## src/rtl/harris_pkg.sv

```systemverilog
// Shared constants and the corner coordinate record used by the Harris pipeline stages.
package harris_pkg;

  localparam int unsigned RESP_W    = 16;
  localparam int unsigned IMG_W_DEF = 64;
  localparam int unsigned IMG_H_DEF = 64;
  localparam int unsigned CXW       = $clog2(IMG_W_DEF);
  localparam int unsigned CYW       = $clog2(IMG_H_DEF);

  // Sized for the default frame; smaller frames zero-extend into it.
  typedef struct packed {
    logic [CXW-1:0] x;
    logic [CYW-1:0] y;
  } corner_t;

endpackage

```

## src/rtl/corner_fifo.sv

```systemverilog
// Synchronous FIFO of corner records; a push while full is accepted only if a pop frees a slot.
module corner_fifo import harris_pkg::*; #(
  parameter int unsigned DEPTH = 16
) (
  input  logic    clk,
  input  logic    reset,
  input  logic    push,
  input  corner_t push_data,
  input  logic    pop,
  output corner_t pop_data,
  output logic    full,
  output logic    empty
);

  localparam int unsigned AW = $clog2(DEPTH);

  corner_t       mem [DEPTH];
  logic [AW:0]   wr_ptr_q;
  logic [AW:0]   rd_ptr_q;
  logic          push_ok;
  logic          pop_ok;

  assign empty   = (wr_ptr_q == rd_ptr_q);
  assign full    = (wr_ptr_q[AW] != rd_ptr_q[AW]) && (wr_ptr_q[AW-1:0] == rd_ptr_q[AW-1:0]);
  assign pop_ok  = pop && !empty;
  assign push_ok = push && (!full || pop_ok);

  // Head reads zero while empty so the outputs are defined straight after reset.
  assign pop_data = empty ? '0 : mem[rd_ptr_q[AW-1:0]];

  always_ff @(posedge clk) begin
    if (reset) begin
      wr_ptr_q <= '0;
      rd_ptr_q <= '0;
    end else begin
      if (push_ok) wr_ptr_q <= wr_ptr_q + 1'b1;
      if (pop_ok)  rd_ptr_q <= rd_ptr_q + 1'b1;
    end
  end

  always_ff @(posedge clk) begin
    if (push_ok) mem[wr_ptr_q[AW-1:0]] <= push_data;
  end

endmodule

```

## src/rtl/corner_nms.sv

```systemverilog
// Thresholds the raster Harris response, applies 3x3 non-maximum suppression and queues
// surviving corner coordinates behind a valid/ready port.
module corner_nms import harris_pkg::*; #(
  parameter int unsigned IMG_W      = IMG_W_DEF,
  parameter int unsigned IMG_H      = IMG_H_DEF,
  parameter int unsigned RW         = RESP_W,
  parameter int unsigned FIFO_DEPTH = 16
) (
  input  logic                     clk,
  input  logic                     reset,
  input  logic [RW-1:0]            resp,
  input  logic                     resp_valid,
  input  logic [RW-1:0]            thresh,
  output logic [$clog2(IMG_W)-1:0] out_x,
  output logic [$clog2(IMG_H)-1:0] out_y,
  output logic                     out_valid,
  input  logic                     out_ready,
  output logic                     frame_done,
  output logic                     overflow
);

  localparam int unsigned XW = $clog2(IMG_W);
  localparam int unsigned YW = $clog2(IMG_H);

  logic [XW-1:0] col_q;
  logic [YW-1:0] row_q;
  logic [RW-1:0] lb1 [IMG_W];
  logic [RW-1:0] lb2 [IMG_W];
  logic [RW-1:0] win_q [3][3];  // [row][col], row 0 is the oldest line
  logic          eval_q;
  logic [XW-1:0] ex_q;
  logic [YW-1:0] ey_q;
  logic          frame_done_q;
  logic          overflow_q;
  logic          col_last;
  logic          row_last;
  logic          is_corner;
  logic          push;
  logic          pop;
  logic          fifo_full;
  logic          fifo_empty;
  corner_t       push_data;
  corner_t       head;

  assign col_last = (col_q == XW'(IMG_W - 1));
  assign row_last = (row_q == YW'(IMG_H - 1));

  always_ff @(posedge clk) begin
    if (reset) begin
      col_q        <= '0;
      row_q        <= '0;
      eval_q       <= 1'b0;
      ex_q         <= '0;
      ey_q         <= '0;
      frame_done_q <= 1'b0;
      overflow_q   <= 1'b0;
      for (int i = 0; i < 3; i++) begin
        for (int j = 0; j < 3; j++) win_q[i][j] <= '0;
      end
    end else begin
      frame_done_q <= resp_valid && col_last && row_last;
      eval_q       <= resp_valid && (col_q >= XW'(2)) && (row_q >= YW'(2));
      ex_q         <= col_q - XW'(1);
      ey_q         <= row_q - YW'(1);
      if (push && fifo_full && !pop) overflow_q <= 1'b1;
      if (resp_valid) begin
        if (col_last) begin
          col_q <= '0;
          row_q <= row_last ? '0 : row_q + YW'(1);
        end else begin
          col_q <= col_q + XW'(1);
        end
        for (int i = 0; i < 3; i++) begin
          win_q[i][0] <= win_q[i][1];
          win_q[i][1] <= win_q[i][2];
        end
        win_q[0][2] <= lb2[col_q];
        win_q[1][2] <= lb1[col_q];
        win_q[2][2] <= resp;
      end
    end
  end

  // Line buffers carry no reset; rows 0 and 1 refill them before any evaluation.
  always_ff @(posedge clk) begin
    if (resp_valid) begin
      lb1[col_q] <= resp;
      lb2[col_q] <= lb1[col_q];
    end
  end

  // Strict against earlier raster neighbours, non-strict against later ones: plateau goes
  // to its first pixel.
  always_comb begin
    is_corner = (win_q[1][1] > thresh)
             && (win_q[1][1] >  win_q[0][0]) && (win_q[1][1] >  win_q[0][1])
             && (win_q[1][1] >  win_q[0][2]) && (win_q[1][1] >  win_q[1][0])
             && (win_q[1][1] >= win_q[1][2]) && (win_q[1][1] >= win_q[2][0])
             && (win_q[1][1] >= win_q[2][1]) && (win_q[1][1] >= win_q[2][2]);
  end

  assign push      = eval_q && is_corner;
  assign pop       = out_valid && out_ready;
  assign push_data = corner_t'{x: CXW'(ex_q), y: CYW'(ey_q)};

  corner_fifo #(
    .DEPTH (FIFO_DEPTH)
  ) u_fifo (
    .clk       (clk),
    .reset     (reset),
    .push      (push),
    .push_data (push_data),
    .pop       (pop),
    .pop_data  (head),
    .full      (fifo_full),
    .empty     (fifo_empty)
  );

  assign out_valid  = !fifo_empty;
  assign out_x      = head.x[XW-1:0];
  assign out_y      = head.y[YW-1:0];
  assign frame_done = frame_done_q;
  assign overflow   = overflow_q;

endmodule

```

## config.mk

```make
export PLATFORM = sky130hd
export DESIGN_NAME = corner_nms
export DESIGN_NICKNAME = d
export VERILOG_FILES = /design/src/rtl/harris_pkg.sv /design/src/rtl/corner_fifo.sv /design/src/rtl/corner_nms.sv
export SDC_FILE = /design/constraint.sdc
export NUM_CORES = 2
export LEC_CHECK = 0
export CAP_MARGIN = 30
export CORE_MARGIN = 8
export CORE_UTILIZATION = 65
export CTS_CLUSTER_SIZE = 30
export DETAILED_ROUTE_END_ITERATION = 8
export GPL_ROUTABILITY_DRIVEN = 1
export GPL_TIMING_DRIVEN = 0
export PLACE_DENSITY = 0.9
export SLEW_MARGIN = 40
export SYNTH_ARGS = -nofsm -noshare
export SYNTH_HDL_FRONTEND = slang
export SYNTH_HIERARCHICAL = 1
export SYNTH_SLANG_ARGS = --single-unit
```

## constraint.sdc

```tcl
create_clock -name clk -period 8.45 [get_ports clk]
set_input_delay 0.845 -clock clk [delete_from_list [all_inputs] [get_ports clk]]
set_output_delay 0.845 -clock clk [all_outputs]
set_load 0.1 [all_outputs]
```

==> impl_metrics.toml <==
[clock_network]
ctsRootBufferMaster = "clkbuf_16"
cts.clk_slew.worst_paths_ns = 0.08
clock-sinks = 2431
clock_latency_of_the_later_clocked_register_in_the_worst_skew_pair_ns = 0.90
post_cts_resize_count = 0
cts_hold_repair.buffers = 0
post-cts-setup-buffers = 0
cts_inserted_buffers = 222
cts.path.max_buffers = 3
cts_tree = "built"
htreeDepth = 4

[route]
antenna_nets_post_route = 0
totalWireLength_microns = 325000
tritonroute_pass_1_iters = 9
drt_iter0_drc = 10200
detail_route.vias_per_cell = 7.87
dr_drc_count = 0
num_vias = 54000
avgRoutedWirePerCell_microns = 47.3

[setup_path]
timing.critical_path.fanout_max = 20
timing.setup.critical_path_class = "register to register"
timing.critical_path.arrival_ns = 5.63
critPathRequiredTime_ns = 9.03
critPathCaptureType = "register"
cp-start-kind = "register"

[placement]
post-dp-hpwl_microns = 192000
placement.io_buffers = 50
place_area_sq_um = 102000
finalWeightedCongestion = 0.874
dpl.cell_count = 6425
place_worst_setup_slack_ns = 3.12

[run]
timing.max_cap.violations = 0

[sta]
max-slew-margin-rel_pct = 20.4
final.setup_skew_ns = 0.0765
layout_setup_ws_ns = 3.40
finalSetupTns_ns = 0
timing.final.setup_violations = 0
max_freq_ghz = 0.198
endpoints_failing_hold = 0
layout_min_cycle_time_ns = 5.05
timing.hold.ws_ns = 0.238
worst-slew-pin-transition_ns = 1.19
rsz0062_at_grt = "no"
final_max_slew_viols = 0
min_period_over_period_pct = 59.8

[final_layout]
syn_to_final_growth_pct = 15.1
filler_cell_count = 6857
finalNetCount = 4931
drive_above_1_share_pct = 29.6
postLayoutCellArea_sq_um = 110000
layout.cells.non_filler = 6860

[global_routing]
total_global_route_track_usage_pct = 40.0
antenna_found_initial = 36
grt_use_met2_pct = 64.9
globalRouteOverflowTotal = 0
grt_util_met1_pct = 44.0
grt_pass1_wl_microns = 433000
grt.busiest_layer = "met2"
grt_max_degree = 87
first_global_vias = 53300
gr-usage-met3_pct = 12.5

[synth]
share_of_flip_flops_with_an_asynchronous_set_or_reset_pct = 0
yosys-top-cells-count = "edfxtp_1, mux4_2, nor2_1, ha_1, inv_1"
synth_seq_area_share_pct = 75.8
net_count_of_the_mapped_netlist = 4487
ys_types = 55
ys_warn_count = 6
post_synthesis_cell_area_sq_um = 95700
yosys_register_bits = 2431
edff_count_synth = 2384
synth_top_flop_cell = "edfxtp_1"
most_used_standard_cell_by_instance_count_after_synthesis = "edfxtp_1"
yosysTopAreaCell = "edfxtp_1"
postSynthAreaPerCell_sq_um = 22.3
postSynthCellCount = 4296
yosys.area.top_type_share_pct = 74.8
ys_top_cells_by_area = "edfxtp_1, mux4_2, ha_1, dfxtp_1, nor2_1"

[floorplanning]
effective_utilization_at_floorplan_pct = 65.6
die_x_microns = 400
num_io_pins = 51
core_area_sq_um = 146000
die_height_microns = 400
die_area_sq_um = 160000
std_cell_rows = 140

[power]
power_per_cell_area_nw_per_um2 = 237
power.net_switching_mw = 6.15
power_report.internal_total_mw = 19.9
power_leakage_nw = 35.0
clock_power_share_pct = 40.8
seq_power_share_pct = 52.0
worst_ir_drop_vdd_uv = 229
swShare_pct = 23.6
comb_power_share_pct = 7.2

[min_path]
hp-class = "input port to register"

[run_status]
run_status = "complete, no violations"
==> worst max-delay path, stage by stage (launching register included) <==
cell and delay [ns]:
dfxtp_1 0.37, buf_2 0.50, buf_2 0.56, buf_1 0.71, mux4_2 0.46, mux4_2 0.52
a211oi_1 0.59, a31oi_4 0.27, buf_8 0.31, buf_8 0.18, buf_8 0.17
==> power by group through the flow <==
stage               logic (mW)  registers [mW]  clock network [mW]
CTS                       1.79            13.6                10.5
floorplan                0.985            13.8                   0
detailed placement        1.70            13.8                   0
finish                    1.87            13.6                10.6
global route              1.90            13.6                10.9
global placement          1.47            13.8                   0
==> cells in the final DEF (no fill, tap or decap), types with 29 or more instances in the layout <==
| cell type | count |
|---|---|
| a21oi_1 | 49 |
| and2_1 | 62 |
| buf_16 | 76 |
| buf_2 | 55 |
| buf_4 | 56 |
| buf_8 | 68 |
| bufinv_16 | 29 |
| clkbuf_1 | 111 |
| clkbuf_16 | 222 |
| clkbuf_2 | 52 |
| clkinv_1 | 49 |
| clkinv_2 | 36 |
| dfxtp_1 | 47 |
| edfxtp_1 | 2384 |
| ha_1 | 155 |
| inv_1 | 145 |
| mux4_2 | 696 |
| nand2_1 | 31 |
| nor2_1 | 127 |
| nor2_4 | 64 |
==> through the flow <==
stage                     power, mW  utilization [%]
after global routing           26.4             75.5
final                          26.1             75.5
after global placement         15.3             67.6
after CTS                      25.8             75.3
after floorplan                14.8                -
after detailed placement       15.5             70.2
==> cell type report <==
class	count	area, sq um	share of cell area (%)
sequential	2431	72500	65.8
multi-input combinational	1514	22300	20.2
clock buffer	271	5750	5.22
timing repair buffer	220	3880	3.53
tap	1917	2400	2.18
clock inverter	141	1670	1.51
buffer	205	1070	0.974
inverter	146	556	0.504
antenna	15	37.5	0.0341
==> path summary, 6_finish.rpt <==
kind	start	endpoint	slack, ns	cells after the start
hold reg to reg	overflow	overflow	0.50	2
hold / removal	resp[0]	lb1[51][0]	0.24	1
setup reg to reg	register	lb2[48][11]	3.40	10
setup / recovery	register	lb2[48][11]	3.40	10
==> cells by family after synthesis <==
family	share of synthesized area (%)
mux	16.8
compound gates	1.20
flops	75.8
buf+inv	1.63
fa+ha+maj	2.03
xor+xnor	0.272
simple gates	2.24
==> registers in the layout, indices dropped and copies added, names as in the netlist, named ones only <==
name             flops
u_fifo/rd_ptr_q      5
lb1               1024
ey_q                 6
u_fifo/wr_ptr_q      5
row_q                6
col_q                6
frame_done           1
u_fifo/mem         192
overflow             1
lb2               1024
eval_q               1
win_q              144
ex_q                 6
==> metal layers <==
layer	wire [microns]	share of wire, %
met1	90700	28
met2	154000	47
met3	42900	13
met4	37000	11
met5	354	0.11
No activity file was read; power rests on OpenSTA's default activity.
